===== src/rtl/cdc_2phase_mux_dst_if.sv =====
// Link and stream bundle for the multi-channel two-phase CDC receiver.
// The slave side is the receiver. The master side is the sources plus the consumer.
interface cdc_2phase_mux_dst_if #(
    parameter int N_CH   = 4,
    parameter int W_DATA = 32,
    parameter int DEPTH  = 4
);
    localparam int CH_W  = (N_CH > 1) ? $clog2(N_CH) : 1;
    localparam int CNT_W = $clog2(DEPTH) + 1;

    logic [N_CH-1:0]        async_req_i;
    logic [N_CH-1:0]        async_ack_o;
    logic [N_CH*W_DATA-1:0] async_data_i;
    logic [W_DATA-1:0]      data_o;
    logic [CH_W-1:0]        ch_o;
    logic                   valid_o;
    logic                   ready_i;
    logic [CNT_W-1:0]       level_o;

    modport slave (
        input  async_req_i, async_data_i, ready_i,
        output async_ack_o, data_o, ch_o, valid_o, level_o
    );

    modport master (
        output async_req_i, async_data_i, ready_i,
        input  async_ack_o, data_o, ch_o, valid_o, level_o
    );
endinterface


===== src/rtl/cdc_2phase_mux_dst_sync_ff_chain.sv =====
// STAGES-deep async-reset synchroniser for one asynchronous level signal.
module sync_ff_chain #(
    parameter int STAGES = 2
) (
    input  logic clk_i,
    input  logic rst_ni,
    input  logic d_i,
    output logic q_o
);
    logic [STAGES-1:0] sync_q, sync_d;

    // Shift the incoming level one flop deeper each cycle.
    always_comb begin
        sync_d = {sync_q[STAGES-2:0], d_i};
    end

    // Synchroniser flops clear on reset.
    always_ff @(posedge clk_i or negedge rst_ni) begin
        if (!rst_ni) sync_q <= '0;
        else         sync_q <= sync_d;
    end

    assign q_o = sync_q[STAGES-1];
endmodule


===== src/rtl/cdc_2phase_mux_dst.sv =====
// Multi-channel destination half of a two-phase CDC. Each req line is synchronised.
// Pending links are served round-robin. Captured words pass through a DEPTH-entry FIFO
// onto a single valid/ready stream that is tagged with the channel index.
module cdc_2phase_mux_dst #(
    parameter int N_CH        = 4,
    parameter int W_DATA      = 32,
    parameter int SYNC_STAGES = 2,
    parameter int DEPTH       = 4
) (
    input logic                  clk_i,
    input logic                  rst_ni,
    cdc_2phase_mux_dst_if.slave  bus
);
    function automatic int clog2(input int v);
        int r;
        r = 0;
        for (int i = 0; i < 31; i++) if ((1 << i) < v) r = i + 1;
        return r;
    endfunction

    localparam int CH_W  = (clog2(N_CH) < 1) ? 1 : clog2(N_CH);
    localparam int PTR_W = clog2(DEPTH);
    localparam int CNT_W = PTR_W + 1;

    logic [N_CH-1:0]   req_s, pend;
    logic [N_CH-1:0]   ack_q, ack_d;
    logic [CH_W-1:0]   last_q, last_d;
    logic [PTR_W-1:0]  wr_q, wr_d, rd_q, rd_d;
    logic [CNT_W-1:0]  level_q, level_d;
    logic [W_DATA-1:0] mem_data_q [DEPTH];
    logic [W_DATA-1:0] mem_data_d [DEPTH];
    logic [CH_W-1:0]   mem_ch_q   [DEPTH];
    logic [CH_W-1:0]   mem_ch_d   [DEPTH];
    logic              gnt_vld, push, pop, full;
    logic [CH_W-1:0]   gnt_idx;

    for (genvar c = 0; c < N_CH; c++) begin : g_sync
        sync_ff_chain #(.STAGES(SYNC_STAGES)) u_sync (
            .clk_i  (clk_i),
            .rst_ni (rst_ni),
            .d_i    (bus.async_req_i[c]),
            .q_o    (req_s[c])
        );
    end

    // A link is pending while its synchronised req differs from the ack we hold locally.
    assign pend = req_s ^ ack_q;
    assign full = (level_q == CNT_W'(DEPTH));

    // Round-robin search that starts one past the last granted channel.
    always_comb begin
        gnt_vld = 1'b0;
        gnt_idx = '0;
        for (int i = 1; i <= N_CH; i++) begin
            if (!gnt_vld && pend[(int'(last_q) + i) % N_CH]) begin
                gnt_vld = 1'b1;
                gnt_idx = CH_W'((int'(last_q) + i) % N_CH);
            end
        end
    end

    // A pop on a full cycle does not free a slot for the same edge.
    assign push = gnt_vld && !full;
    assign pop  = (level_q != '0) && bus.ready_i;

    // Next state of the acks, the arbiter pointer and the FIFO.
    always_comb begin
        ack_d      = ack_q;
        last_d     = last_q;
        wr_d       = wr_q;
        rd_d       = rd_q;
        level_d    = level_q;
        mem_data_d = mem_data_q;
        mem_ch_d   = mem_ch_q;
        if (push) begin
            ack_d[gnt_idx]   = ~ack_q[gnt_idx];
            last_d           = gnt_idx;
            mem_data_d[wr_q] = bus.async_data_i[int'(gnt_idx)*W_DATA +: W_DATA];
            mem_ch_d[wr_q]   = gnt_idx;
            wr_d             = wr_q + PTR_W'(1);
        end
        if (pop) rd_d = rd_q + PTR_W'(1);
        case ({push, pop})
            2'b10:   level_d = level_q + CNT_W'(1);
            2'b01:   level_d = level_q - CNT_W'(1);
            default: level_d = level_q;
        endcase
    end

    // Reset clears the storage so that data_o and ch_o read as zero out of reset.
    always_ff @(posedge clk_i or negedge rst_ni) begin
        if (!rst_ni) begin
            ack_q   <= '0;
            last_q  <= CH_W'(N_CH - 1);
            wr_q    <= '0;
            rd_q    <= '0;
            level_q <= '0;
            for (int i = 0; i < DEPTH; i++) begin
                mem_data_q[i] <= '0;
                mem_ch_q[i]   <= '0;
            end
        end else begin
            ack_q      <= ack_d;
            last_q     <= last_d;
            wr_q       <= wr_d;
            rd_q       <= rd_d;
            level_q    <= level_d;
            mem_data_q <= mem_data_d;
            mem_ch_q   <= mem_ch_d;
        end
    end

    assign bus.async_ack_o = ack_q;
    assign bus.data_o      = mem_data_q[rd_q];
    assign bus.valid_o     = (level_q != '0);
    assign bus.level_o     = level_q;

    if (N_CH == 1) begin : g_ch_tie
        assign bus.ch_o = '0;
    end else begin : g_ch_fifo
        assign bus.ch_o = mem_ch_q[rd_q];
    end
endmodule

===== src/flat_wrapper.sv =====
// flat-port wrapper written by rule: the top's interface ports become plain ports
module cdc_2phase_mux_dst_flat 
#(
    parameter int N_CH        = 4,
    parameter int W_DATA      = 32,
    parameter int SYNC_STAGES = 2,
    parameter int DEPTH       = 4
)
  (clk_i, rst_ni, bus_async_req_i, bus_async_data_i, bus_ready_i, bus_async_ack_o, bus_data_o, bus_ch_o, bus_valid_o, bus_level_o);
  cdc_2phase_mux_dst_if #(.N_CH(N_CH), .W_DATA(W_DATA), .DEPTH(DEPTH)) bus_i ();
  input logic clk_i;
  input logic rst_ni;
  input wire logic [$bits(bus_i.async_req_i)-1:0] bus_async_req_i;
  input wire logic [$bits(bus_i.async_data_i)-1:0] bus_async_data_i;
  input wire logic [$bits(bus_i.ready_i)-1:0] bus_ready_i;
  output wire logic [$bits(bus_i.async_ack_o)-1:0] bus_async_ack_o;
  output wire logic [$bits(bus_i.data_o)-1:0] bus_data_o;
  output wire logic [$bits(bus_i.ch_o)-1:0] bus_ch_o;
  output wire logic [$bits(bus_i.valid_o)-1:0] bus_valid_o;
  output wire logic [$bits(bus_i.level_o)-1:0] bus_level_o;
  assign bus_i.async_req_i = bus_async_req_i;
  assign bus_i.async_data_i = bus_async_data_i;
  assign bus_i.ready_i = bus_ready_i;
  assign bus_async_ack_o = bus_i.async_ack_o;
  assign bus_data_o = bus_i.data_o;
  assign bus_ch_o = bus_i.ch_o;
  assign bus_valid_o = bus_i.valid_o;
  assign bus_level_o = bus_i.level_o;
  cdc_2phase_mux_dst #(.N_CH(N_CH), .W_DATA(W_DATA), .SYNC_STAGES(SYNC_STAGES), .DEPTH(DEPTH)) u_core (.clk_i(clk_i), .rst_ni(rst_ni), .bus(bus_i));
endmodule

===== config.mk =====
export PLATFORM = sky130hd
export DESIGN_NAME = cdc_2phase_mux_dst_flat
export DESIGN_NICKNAME = d
export VERILOG_FILES = /design/src/rtl/cdc_2phase_mux_dst_if.sv /design/src/rtl/cdc_2phase_mux_dst_sync_ff_chain.sv /design/src/rtl/cdc_2phase_mux_dst.sv /design/src/flat_wrapper.sv
export SDC_FILE = /design/constraint.sdc
export NUM_CORES = 1
export LEC_CHECK = 0
export CAP_MARGIN = 20
export CORE_MARGIN = 1.5
export CORE_UTILIZATION = 35
export CTS_BUF_LIST = sky130_fd_sc_hd__clkbuf_4
export DETAILED_ROUTE_END_ITERATION = 8
export PLACE_DENSITY_LB_ADDON = 0.08
export SLEW_MARGIN = 10
export SYNTH_ARGS = -nofsm -noshare
export SYNTH_HDL_FRONTEND = slang
export SYNTH_SLANG_ARGS = --single-unit

===== constraint.sdc =====
create_clock -name clk_i -period 2.9 [get_ports clk_i]
set_input_delay 0.29 -clock clk_i [delete_from_list [all_inputs] [get_ports clk_i]]
set_output_delay 0.29 -clock clk_i [all_outputs]
set_load 0.02 [all_outputs]

==> run summary <==
Type of element capturing the critical path: an output pin. The share of flip-flops with an asynchronous set or reset was 1.00; the area of all placed cells without fillers was 0.0105 mm2. For this run, the leading register cell type out of synthesis is sky130_fd_sc_hd__dfrtp_1. For the first-pass iteration count of the detailed router, the log shows 7.

After clock tree synthesis, the clock-pin slew on the worst setup and hold paths is 0.12 ns. For the pin with the worst max-slew slack, the measured transition is 0.758 ns. The initial antenna violation count was 1; the static leakage was 0.00442 uW.

Once detail routing completed, the nets flagged for antenna violations numbered 0. Dividing the detail-routed via count by the number of cells gives 5.90. The logs give 0.0219 mm2 for the area of the placeable core and 0 for the final setup violation count.

TritonCTS built the clock tree. For the worst setup path, the data arrival time is 2.45 ns. The portion of the clock cycle consumed by the worst path in the final layout came out at 0.946. The total power divided by cell area is 1430 mW/mm2. The worst setup path is launched from a flop. The clock buffer count from CTS was 17; the share of layout cells above drive strength 1 was 0.147.

In this run the worst setup path begins at u_core.rd_q[1]. From left edge to right edge, the die measures 153 um. The average wire per standard cell was 22.7 um; the mean cell area of the mapped netlist was 12.0 um2. Yosys mapped a number of flops with a built-in enable equal to 0.

The flow ran to the end, and the final reports show no timing, DRC or antenna violations. The logs give 0.494 for the worst slew slack as a fraction of its limit and 6,640 for the via count of the routed design. Synthesis-to-layout area growth: 33.6%.

The path class of the tightest hold or removal check is input port to flop. The run gives 972 as the layout net count. For this run the aggregate overflow at the end of global routing stands at 0. Clock network power share: 0.105. The logs give 795 for the synthesized netlist net count and 687 uV for the maximum resistive drop on vdd.

The run gives 0.266 as the share of total power in sequential cells. For the met1 layer usage reported by global route, the log shows 0.288. For the maximum clock insertion buffer count, the log shows 2.

The residual DRC count came out at 0. The routability congestion estimate from global placement was 0.778. The tree is rooted in a sky130_fd_sc_hd__clkbuf_4. The global routing stage identified its most utilized layer as met2. The number of synthesized register bits was 157. The fraction of power spent switching nets was 0.449; the first-pass GRT wire length was 40,300 um.

The first routing iteration left 422 violations. Capturing element of the worst setup path: bus_data_o[9]. The via count of the first global-routing pass is 7,293. For the worst-skew pair, the clock arrives at the later sink with an insertion delay of 0.55 ns. After floorplanning, the core was divided into 54 placement rows. Counting cells, the worst reg-to-reg path comes to 6. The run gives 0.357 as the initial standard-cell utilization of the core. The kind of critical path is flop to output pin. The floorplan step defined a die boundary enclosing 0.0233 mm2. The H-tree was split into 4 levels. In this run the tool buffered the top-level ports with 176 buffer cells.

The tools report the clock skew as 0.0139 ns. Timing would allow up to 364 MHz. The met3 demand-to-capacity share in global routing was 0.0489.

Once placement finished, the instance area stood at 0.0101 mm2. The wire-length estimate of the detail-placed layout is 16,400 um. The fraction of the yosys area taken by sequential cells was 0.503; the global routing usage on met2 was 0.368. The mapped netlist covers 0.00782 mm2. The tools report the end of the worst register-to-register path as u_core.mem_data_q[108].

In this run the worst path has a maximum fanout of 18. The tree built by TritonCTS fans out to 157 sinks. The tools report the reg2reg setup slack as 0.30 ns. Synthesis instantiated 37 different standard cells from the library. Entering global routing, the biggest net connects 77 pins. In this run the post-CTS setup repair buffer count came out at 0.

Internal power: 8240 uW. The minimum period implied by the final worst setup slack works out to 2.74 ns. The boundary pin count is 177. Setup repair after global routing left no endpoint under its margin. The net switching power of the design came out at 6720 uW. The final worst slack is 0.156 ns.

The tools report the synthesized instance count as 654. The minimum setup slack after placement is 0.339 ns, and the final max-slew violation count is 0. The tool flagged a number of max-cap violations equal to 0. The final count of hold timing violations is 0, and the setup total negative slack is 0 ns. For the global-route usage over all layers, the log shows 0.222. Yosys printed 0 warnings. The combinational power share is 0.628, and the required time at the endpoint of the critical path is 2.61 ns. The floorplan die height came out at 153 um. Critical register-to-register path startpoint: u_core.bus.async_ack_o[1].

The run gives 25,600 um as the sum of routed wire length over all layers.
[cell usage in the layout, fill, tap and decap left out, types with 5 or more instances in the layout]
| cell type | instances |
|---|---|
| sky130_fd_sc_hd__buf_12 | 6 |
| sky130_fd_sc_hd__buf_4 | 28 |
| sky130_fd_sc_hd__bufinv_16 | 5 |
| sky130_fd_sc_hd__clkbuf_4 | 20 |
| sky130_fd_sc_hd__clkdlybuf4s50_1 | 175 |
| sky130_fd_sc_hd__dfrtp_1 | 153 |
| sky130_fd_sc_hd__ha_1 | 5 |
| sky130_fd_sc_hd__inv_1 | 6 |
| sky130_fd_sc_hd__mux2i_1 | 65 |
| sky130_fd_sc_hd__mux4_2 | 34 |
| sky130_fd_sc_hd__nand2_1 | 142 |
| sky130_fd_sc_hd__nand3_2 | 5 |
| sky130_fd_sc_hd__o221ai_1 | 128 |
| sky130_fd_sc_hd__xnor2_1 | 8 |
| sky130_fd_sc_hd__xor2_1 | 7 |
[power by group through the flow]
stage	combinational, uW	clock, uW	sequential (uW)
2_1_floorplan	6010	0	3820
3_3_place_gp	9190	0	3930
3_5_place_dp	9420	0	4010
4_1_cts	9470	1610	3960
5_1_grt	10100	1700	4100
6_report	9400	1580	3990
[worst min-delay path by stage]
stage	startpoint	endpoint	slack, ns	cells after the start
6_report	bus_async_req_i[2]	u_core.g_sync[2].u_sync.sync_q[0]	0.16	1
3_3_place_gp	u_core.g_sync[0].u_sync.sync_q[0]	u_core.g_sync[0].u_sync.sync_q[1]	0.33	0
2_1_floorplan	rst_ni	u_core.bus.async_ack_o[0]	-0.006	0
4_1_cts	bus_async_req_i[2]	u_core.g_sync[2].u_sync.sync_q[0]	0.10	1
3_5_place_dp	u_core.g_sync[3].u_sync.sync_q[0]	u_core.g_sync[3].u_sync.sync_q[1]	0.33	0
5_1_grt	bus_async_req_i[3]	u_core.g_sync[3].u_sync.sync_q[0]	0.11	1
[metrics by stage]
step / utilization / total power, uW / cells / hold WS [ns]
3_5_place_dp: 0.461 / 13400 / 1091 / 0.335
2_1_floorplan: - / 9830 / 654 / -0.00559
6_report: 0.477 / 15000 / 1125 / 0.165
5_1_grt: 0.477 / 15900 / 1125 / 0.110
4_1_cts: 0.477 / 15000 / 1123 / 0.105
3_3_place_gp: 0.461 / 13100 / 1091 / 0.333
[synthesized netlist by cell type, types with 2 or more instances]
cell,n,area [um2]
sky130_fd_sc_hd__buf_2,4,20.0
sky130_fd_sc_hd__buf_4,2,15.0
sky130_fd_sc_hd__clkbuf_1,41,154
sky130_fd_sc_hd__buf_6,6,67.6
sky130_fd_sc_hd__nand2_1,146,548
sky130_fd_sc_hd__xor2_1,7,61.3
sky130_fd_sc_hd__mux4_2,34,766
sky130_fd_sc_hd__dfstp_2,2,52.6
sky130_fd_sc_hd__inv_1,6,22.5
sky130_fd_sc_hd__ha_1,5,62.6
sky130_fd_sc_hd__nor2_1,4,15.0
sky130_fd_sc_hd__and2_1,4,25.0
sky130_fd_sc_hd__xnor2_1,8,70.1
sky130_fd_sc_hd__a21oi_1,2,10.0
sky130_fd_sc_hd__nor3b_1,2,15.0
sky130_fd_sc_hd__o221ai_1,128,1120
sky130_fd_sc_hd__o211ai_1,2,15.0
sky130_fd_sc_hd__mux2i_1,65,651
sky130_fd_sc_hd__nand3_1,7,35.0
sky130_fd_sc_hd__mux2_2,4,45.0
sky130_fd_sc_hd__dfrtp_1,155,3880
sky130_fd_sc_hd__o21ai_1,3,15.0
sky130_fd_sc_hd__nor4_1,3,18.8
[critical path, cell delays in order (launching register included)]
cell                              delay [ns]
sky130_fd_sc_hd__dfrtp_2                0.76
sky130_fd_sc_hd__buf_12                 0.25
sky130_fd_sc_hd__mux4_2                 0.33
sky130_fd_sc_hd__clkdlybuf4s50_1        0.56
[final cells by class]
cell class | count | area (um2)
Clock buffer | 20 | 150
Fill cell | 2002 | 11400
Multi-Input combinational cell | 437 | 3680
Inverter | 6 | 22.5
Timing Repair Buffer | 212 | 2110
Tap cell | 280 | 350
Sequential cell | 157 | 3930
Clock inverter | 11 | 193
Antenna cell | 2 | 5.00
[kinds of logic (layout without fill, tap and decap cells)]
kind of cell | Yosys count | count (layout) | synth area share
xor+xnor | 17 | 17 | 0.0210
other cells | 0 | 2 | 0
simple gates | 170 | 170 | 0.0875
fa+ha+maj | 6 | 6 | 0.0106
flops | 157 | 157 | 0.503
compound gates | 141 | 141 | 0.155
mux | 103 | 103 | 0.187
buf+inv | 60 | 249 | 0.0361
[metal layers]
layer	wire length (um)	up-vias	part of all wire
li1	-	2889	-
met1	10800	3405	0.42
met2	12500	315	0.49
met3	1870	31	0.073
met4	354	0	0.014
met5	0	-	0
[registers in the layout (all words and copies together) (netlist names)]
| register | count |
|---|---|
| u_core.bus.async_ack_o | 4 |
| u_core.bus.level_o | 3 |
| u_core.g_sync.u_sync.sync_q | 8 |
| u_core.last_q | 2 |
| u_core.mem_ch_q | 8 |
| u_core.mem_data_q | 128 |
| u_core.rd_q | 2 |
| u_core.wr_q | 2 |
[timing repair]
item | CTS | global route
hold buffers | 1 | 0
resized for setup | 0 | 1
endpoints found under the setup margin | 0 | 14
endpoints found under the hold margin | 72 | 0
Note: power is estimated with default switching activity, not from simulation.
